$ cat src/rtl/cdc_sync_pkg.sv
// Shared limits and counter sizing for the filtered bit synchroniser.
// Optional sticky change flags are enabled with CDC_SYNC_STICKY_EN.
package cdc_sync_pkg;

  localparam int CDC_SYNC_MIN_STAGES = 2;
  localparam int CDC_SYNC_MAX_STAGES = 4;
  localparam int CDC_FILTER_MAX_LEN  = 255;

  function automatic int cdc_clog2(input int value);
    int result;
    result = 0;
    for (int v = value - 1; v > 0; v = v >> 1) result++;
    return result;
  endfunction

  // A filter length of 1 still needs a 1-bit counter to keep the ports legal.
  function automatic int cdc_cnt_width(input int len);
    return (cdc_clog2(len) < 1) ? 1 : cdc_clog2(len);
  endfunction

endpackage

$ cat src/rtl/cdc_glitch_filter.sv
// One channel: stability counter, filtered level and edge pulses.
// With CDC_SYNC_STICKY_EN a change-seen flag is added.
module cdc_glitch_filter
  import cdc_sync_pkg::*;
#(
  parameter int   FILTER_LEN = 4,
  parameter logic RESET_VAL  = 1'b0
) (
  input  logic out_clk,
  input  logic out_resetn,
  input  logic sync,
  output logic out,
  output logic out_rise,
`ifdef CDC_SYNC_STICKY_EN
  input  logic sticky_clr,
  output logic out_sticky,
`endif
  output logic out_fall
);

  localparam int             CNT_W    = cdc_cnt_width(FILTER_LEN);
  localparam logic [CNT_W-1:0] CNT_LAST = CNT_W'(FILTER_LEN - 1);

  logic [CNT_W-1:0] cnt;

  always_ff @(posedge out_clk) begin
    if (!out_resetn) begin
      cnt      <= '0;
      out      <= RESET_VAL;
      out_rise <= 1'b0;
      out_fall <= 1'b0;
    end else begin
      out_rise <= 1'b0;
      out_fall <= 1'b0;
      if (sync == out) begin
        cnt <= '0;
      end else if (cnt == CNT_LAST) begin
        // Pulses land in the same cycle the new level first shows on out.
        out      <= sync;
        cnt      <= '0;
        out_rise <= sync;
        out_fall <= ~sync;
      end else begin
        cnt <= cnt + CNT_W'(1);
      end
    end
  end

`ifdef CDC_SYNC_STICKY_EN
  // Set has priority over clear so an event arriving with a clear is kept.
  always_ff @(posedge out_clk) begin
    if (!out_resetn) out_sticky <= 1'b0;
    else             out_sticky <= out_rise | out_fall | (out_sticky & ~sticky_clr);
  end
`endif

endmodule

$ cat src/rtl/cdc_sync_bits_filt.sv
// Multi-channel synchroniser with per-channel glitch filter and edge pulses.
// Define CDC_SYNC_STICKY_EN to add sticky_clr / out_sticky.
module cdc_sync_bits_filt
  import cdc_sync_pkg::*;
#(
  parameter int                     NUM_OF_BITS = 1,
  parameter int                     ASYNC_CLK   = 1,
  parameter int                     SYNC_STAGES = 2,
  parameter int                     FILTER_LEN  = 4,
  parameter logic [NUM_OF_BITS-1:0] RESET_VAL   = '0
) (
  input  logic                   out_clk,
  input  logic                   out_resetn,
  input  logic [NUM_OF_BITS-1:0] in,
  output logic [NUM_OF_BITS-1:0] out,
  output logic [NUM_OF_BITS-1:0] out_rise,
`ifdef CDC_SYNC_STICKY_EN
  input  logic [NUM_OF_BITS-1:0] sticky_clr,
  output logic [NUM_OF_BITS-1:0] out_sticky,
`endif
  output logic [NUM_OF_BITS-1:0] out_fall
);

  if (ASYNC_CLK != 0 &&
      (SYNC_STAGES < CDC_SYNC_MIN_STAGES || SYNC_STAGES > CDC_SYNC_MAX_STAGES)) begin : g_bad_stages
    $error("cdc_sync_bits_filt: SYNC_STAGES=%0d outside %0d..%0d",
           SYNC_STAGES, CDC_SYNC_MIN_STAGES, CDC_SYNC_MAX_STAGES);
  end

  if (FILTER_LEN < 1 || FILTER_LEN > CDC_FILTER_MAX_LEN) begin : g_bad_filter
    $error("cdc_sync_bits_filt: FILTER_LEN=%0d outside 1..%0d",
           FILTER_LEN, CDC_FILTER_MAX_LEN);
  end

  logic [NUM_OF_BITS-1:0] sync;

  if (ASYNC_CLK != 0) begin : g_sync
    (* ASYNC_REG = "TRUE" *) logic [NUM_OF_BITS-1:0] stage [SYNC_STAGES];

    always_ff @(posedge out_clk) begin
      if (!out_resetn) begin
        for (int s = 0; s < SYNC_STAGES; s++) stage[s] <= RESET_VAL;
      end else begin
        stage[0] <= in;
        for (int s = 1; s < SYNC_STAGES; s++) stage[s] <= stage[s-1];
      end
    end

    assign sync = stage[SYNC_STAGES-1];
  end else begin : g_bypass
    assign sync = in;
  end

  for (genvar i = 0; i < NUM_OF_BITS; i++) begin : g_chan
    cdc_glitch_filter #(
      .FILTER_LEN (FILTER_LEN),
      .RESET_VAL  (RESET_VAL[i])
    ) u_filt (
      .out_clk    (out_clk),
      .out_resetn (out_resetn),
      .sync       (sync[i]),
      .out        (out[i]),
      .out_rise   (out_rise[i]),
`ifdef CDC_SYNC_STICKY_EN
      .sticky_clr (sticky_clr[i]),
      .out_sticky (out_sticky[i]),
`endif
      .out_fall   (out_fall[i])
    );
  end

endmodule

$ cat config.mk
export PLATFORM = sky130hd
export DESIGN_NAME = cdc_sync_bits_filt
export DESIGN_NICKNAME = d
export VERILOG_FILES = /design/src/rtl/cdc_sync_pkg.sv /design/src/rtl/cdc_glitch_filter.sv /design/src/rtl/cdc_sync_bits_filt.sv
export SDC_FILE = /design/constraint.sdc
export NUM_CORES = 1
export LEC_CHECK = 0
export BUFFER_PORTS_ARGS = -buffer_cell sky130_fd_sc_hd__buf_2
export CORE_AREA = 2 2 39 41
export CTS_CLUSTER_SIZE = 8
export DETAILED_ROUTE_END_ITERATION = 16
export DIE_AREA = 0 0 41 43
export GPL_TIMING_DRIVEN = 0
export SKIP_CTS_REPAIR_TIMING = 1
export SLEW_MARGIN = 20
export SYNTH_ARGS = -nofsm -noshare
export SYNTH_HDL_FRONTEND = slang
export SYNTH_HIERARCHICAL = 1
export SYNTH_SLANG_ARGS = --single-unit
export TNS_END_PERCENT = 100
$ cat constraint.sdc
create_clock -name out_clk -period 2.2 [get_ports out_clk]
set_clock_uncertainty 0.05 [all_clocks]
set_input_delay 0.22 -clock out_clk [delete_from_list [all_inputs] [get_ports out_clk]]
set_output_delay 0.22 -clock out_clk [all_outputs]
set_load 0.01 [all_outputs]
After elaboration in Yosys (flattened, before gate mapping)
Memories as Yosys holds them, arrays and structs flattened.
Cells that the tools add are included.
{"block": "word_totals", "regBits": 5, "mem_bits_rw": 2, "inputBits": 3, "output_inout_bits": 3, "elab_cells": 21, "mem_count": 1}
{"name": "g_sync.stage", "words": 2, "width": 1, "read_ports": 2, "rd_clocked_by_memory_dff": 0, "write_ports": 2, "line_no": "cdc_sync_bits_filt.sv:38", "rtl": "(* ASYNC_REG = \"TRUE\" *) logic [NUM_OF_BITS-1:0] stage [SYNC_STAGES];"}
{"block": "classes", "n_addsub": 1, "eq_ne": 2, "mux": 4, "bitwise": 6, "n_reduce_logical": 3}
{"operator": "$reduce_or A3 Y1", "count": 2}
{"operator": "$mux W1", "count": 4}
{"operator": "$not A1 Y1", "count": 4}
{"operator": "$add A2 B1 Y2 const B", "count": 1}
{"operator": "$eq A2 B2 Y1 const B", "count": 1}
{"operator": "$or A1 B1 Y1", "count": 2}
{"operator": "$reduce_and A2 Y1", "count": 1}
{"operator": "$eq A1 B1 Y1", "count": 1}

Logic depth before layout (Yosys ltp)
{"block": "depth", "ltp_word": 3, "ltp_mapped": 3, "ltp_nobuf": 3}

Modules after synthesis
The synthesis kept the hierarchy.
{"module": "cdc_glitch_filter", "instances": 1, "cells_per_inst": 14, "area_each_um2": 177.7, "seq_area_each_um2": 100.1}
{"module": "cdc_sync_bits_filt", "instances": 1, "cells_per_inst": 4, "area_each_um2": 52.6, "seq_area_each_um2": 40.0}

Worst setup path before layout
Ideal clock, no wire load.
{"block": "synth_path", "path_kind": "reg-to-reg", "from": "reg g_chan[0].u_filt.out", "to": "reg g_chan[0].u_filt.cnt[1]", "t_arrival_ns": 0.799, "setup_slack_ns": 1.234, "stages_incl_launch_ff": 3, "period_less_slack_ns": 0.966, "path_cell_list": "dfxtp_1 > xnor2_1 > and4bb_2"}
{"block": "synth_between", "elab_chain_cells": 2}
{"element": "start: declaration", "line_no": "cdc_glitch_filter.sv:12", "rtl": "output logic out,"}
{"element": "start signal: assignment", "line_no": "cdc_glitch_filter.sv:39", "rtl": "out <= sync;"}
{"element": "$eq A1 B1 Y1", "line_no": "cdc_glitch_filter.sv:35", "rtl": "if (sync == out) begin"}
{"element": "$reduce_or A3 Y1 (no source line)"}
{"element": "end signal: assignment", "line_no": "cdc_glitch_filter.sv:44", "rtl": "cnt <= cnt + CNT_W'(1);"}
{"element": "end: declaration", "line_no": "cdc_glitch_filter.sv:24", "rtl": "logic [CNT_W-1:0] cnt;"}
Every way passes these cells.
A chain may end at the register's enable or synchronous reset.

Worst setup path after layout
{"block": "layout_path", "from": "reg g_chan[0].u_filt.out", "to": "out out"}
{"element": "end: declaration", "line_no": "cdc_sync_bits_filt.sv:15", "rtl": "output logic [NUM_OF_BITS-1:0] out,"}
No word-level cell between the ends.

==> run summary <==
Total Routed Length - 328 um
Crit path max-delay family - flip-flops
Clock Latency Late Sink - 0.25 ns
die height - 43 um
Pwr Density - 833 nW/um2
CTS tree - done
Hold Path Class - input pin to flip-flop
Buf/Inv on CP - 1
CTS buffer count - 3
cell leakage power - 0.000122 uW
Vias - 153
# IOs - 6
synth unique cells - 10
top cell type's share of synthesized area - 60.9%
hpwl dp - 221 um
Adder-Cell Fraction of Synth Area - 5.43%
die area - 1760 um2
WP data required - 1.93 ns
antenna cells - 0
Synth area leader - dfxtp_1
multiplexer share of the synthesized area - 4.35%
CP Capture Type - primary output
critical path class - flip-flop to primary output
final RePlAce weighted congestion - 0.619
sequential area share after synthesis - 60.9%
unrepaired setup endpoints after global routing - no
H-Tree Depth - 1
complex-gate fraction of the synthesized area - 0%
Mapped Nets - 22
clock net sink count - 7
Slew Viols, Final - 0
Worst-path clk slew - 0.05 ns
critical-path cell list - buf_2
Slew @ Worst Pin - 0.225 ns
crit-path max FO - 5
Max VDD drop - 0.284 mV
routed length per instance - 7.63 um
worst slack, placed - 1.23 ns
Area Growth Syn to Fin - 31.0%
Startpoint Class - flip-flop
count of final hold-check violations - 0
post-route setup slack - 1.12 ns
GR Overflow Total - 0
layout cells sized above 1 - 33.3%
Max Clock Freq - 928 MHz
initial antenna violation count - 0
Fin Setup TNS - 0 ns
core area - 1380 um2
Slew headroom - 84.8%
drt first pass iters - 2
Initial Utilization - 16.6%
Residual DRC - 0
cells after synthesis - 18
max_cap viols - 0
combinational family with the most area after synthesis - simple AND/OR/NAND/NOR gates
status - finished, final reports clean
Total GRT Usage - 5.65%
routed vias/inst - 3.56
maximum clock insertion buffer count - 2
Critical-path top delay cell - dfxtp_1
First DRT Iteration DRCs - 1
vias in the first global route - 132
average size of a mapped cell - 12.8 um2
post-layout min period - 1.08 ns
Yosys Warn Count - 6
period utilisation layout - 49.0%
Post-DRT Antenna Nets - 0
Final nets - 32
Syn Std Cell Area - 230 um2
CP peak stage delay - 0.40 ns
Rows - 14
Die W - 41 um
number of buffers added on ports - 5
Seq cells post-synth - 7
CTS Root Cell - clkbuf_4
maximum number of pins on one net before global-route repair - 7
simple-gate share of the synthesized area - 25.5%
global-route wire length before repair - 531 um
final setup fails - 0
Post-Synth XOR/XNOR Area - 3.80%
crit path DAT - 0.81 ns
synth top area cells - dfxtp_1 (61%), nor3b_1 (6.5%), and2_1 (5.4%)
[per-stage QoR]
stage / hold WS, ns / cell area, um2 / std cells / total power (uW) / utilization (%)
after detailed placement: 0.374 / 275 / 39 / 139 / 19.9
after floorplan: 0.292 / 230 / 18 / 136 / -
final: 0.123 / 302 / 43 / 251 / 21.8
after CTS: 0.112 / 302 / 43 / 259 / 21.8
after global placement: 0.366 / 275 / 39 / 139 / 19.9
after global routing: 0.119 / 302 / 43 / 267 / 21.8
[registers in the layout (all words and copies together), names as in the netlist]
name                    flops
g_chan.u_filt/cnt           2
g_chan.u_filt/out           1
g_chan.u_filt/out_fall      1
g_chan.u_filt/out_rise      1
g_sync.stage                2
[cell families after synthesis]
| kind of cell | after synthesis |
|---|---|
| adder cells (fa/ha/maj) | 1 |
| AND/OR/NAND/NOR | 8 |
| flip-flops | 7 |
| multiplexers | 1 |
| XOR/XNOR | 1 |
[synth_stat cells, drive strengths merged]
master,count
dfxtp,7
and2,2
nor3b,2
and4bb,1
ha,1
mux2i,1
nand2,1
nor2b,1
nor4b,1
xnor2,1
[cell usage in the layout (no fill, tap or decap), drive strengths merged]
cell | Yosys | layout
dfxtp | 7 | 7
buf | 0 | 5
clkbuf | 0 | 4
and2 | 2 | 2
nor3b | 2 | 2
mux2i | 1 | 1
nor2b | 1 | 1
nand2 | 1 | 1
xnor2 | 1 | 1
and4bb | 1 | 1
nor4b | 1 | 1
ha | 1 | 1
[final timing paths]
kind | start | to | slack (ns) | cells after the start
min reg2reg | g_sync.stage[0][0] | g_sync.stage[0][1] | 0.38 | 1
min | in | g_sync.stage[0][0] | 0.12 | 2
max | g_chan[0].u_filt/out | out | 1.12 | 1
max reg2reg | g_chan[0].u_filt/cnt[0] | g_chan[0].u_filt/out_rise | 1.22 | 3
[layout make-up]
type	instances	area (um2)
repair buffers	5	25.0
multi-input cells	11	90.1
well taps	16	20.0
flip-flops and latches	7	140
clock buffers	4	26.3
fillers	148	1080
[power breakdown]
part	switching [uW]	internal, uW	total [uW]
clock network	46.0	69.1	115
logic	2.03	3.66	5.68
registers	1.28	129	131
total	49.3	202	251
[layer usage]
| layer | vias up | wire length [um] | track usage [%] | share of wire (%) |
|---|---|---|---|---|
| met1 | 64 | 164 | 5.21 | 50 |
| met5 | - | 0 | 0 | 0 |
| met4 | 0 | 9 | 4.00 | 2.7 |
| met3 | 2 | 47 | 9.42 | 14 |
| li1 | 79 | - | - | - |
| met2 | 8 | 107 | 5.00 | 33 |
Note: power is estimated with default switching activity, not from simulation.
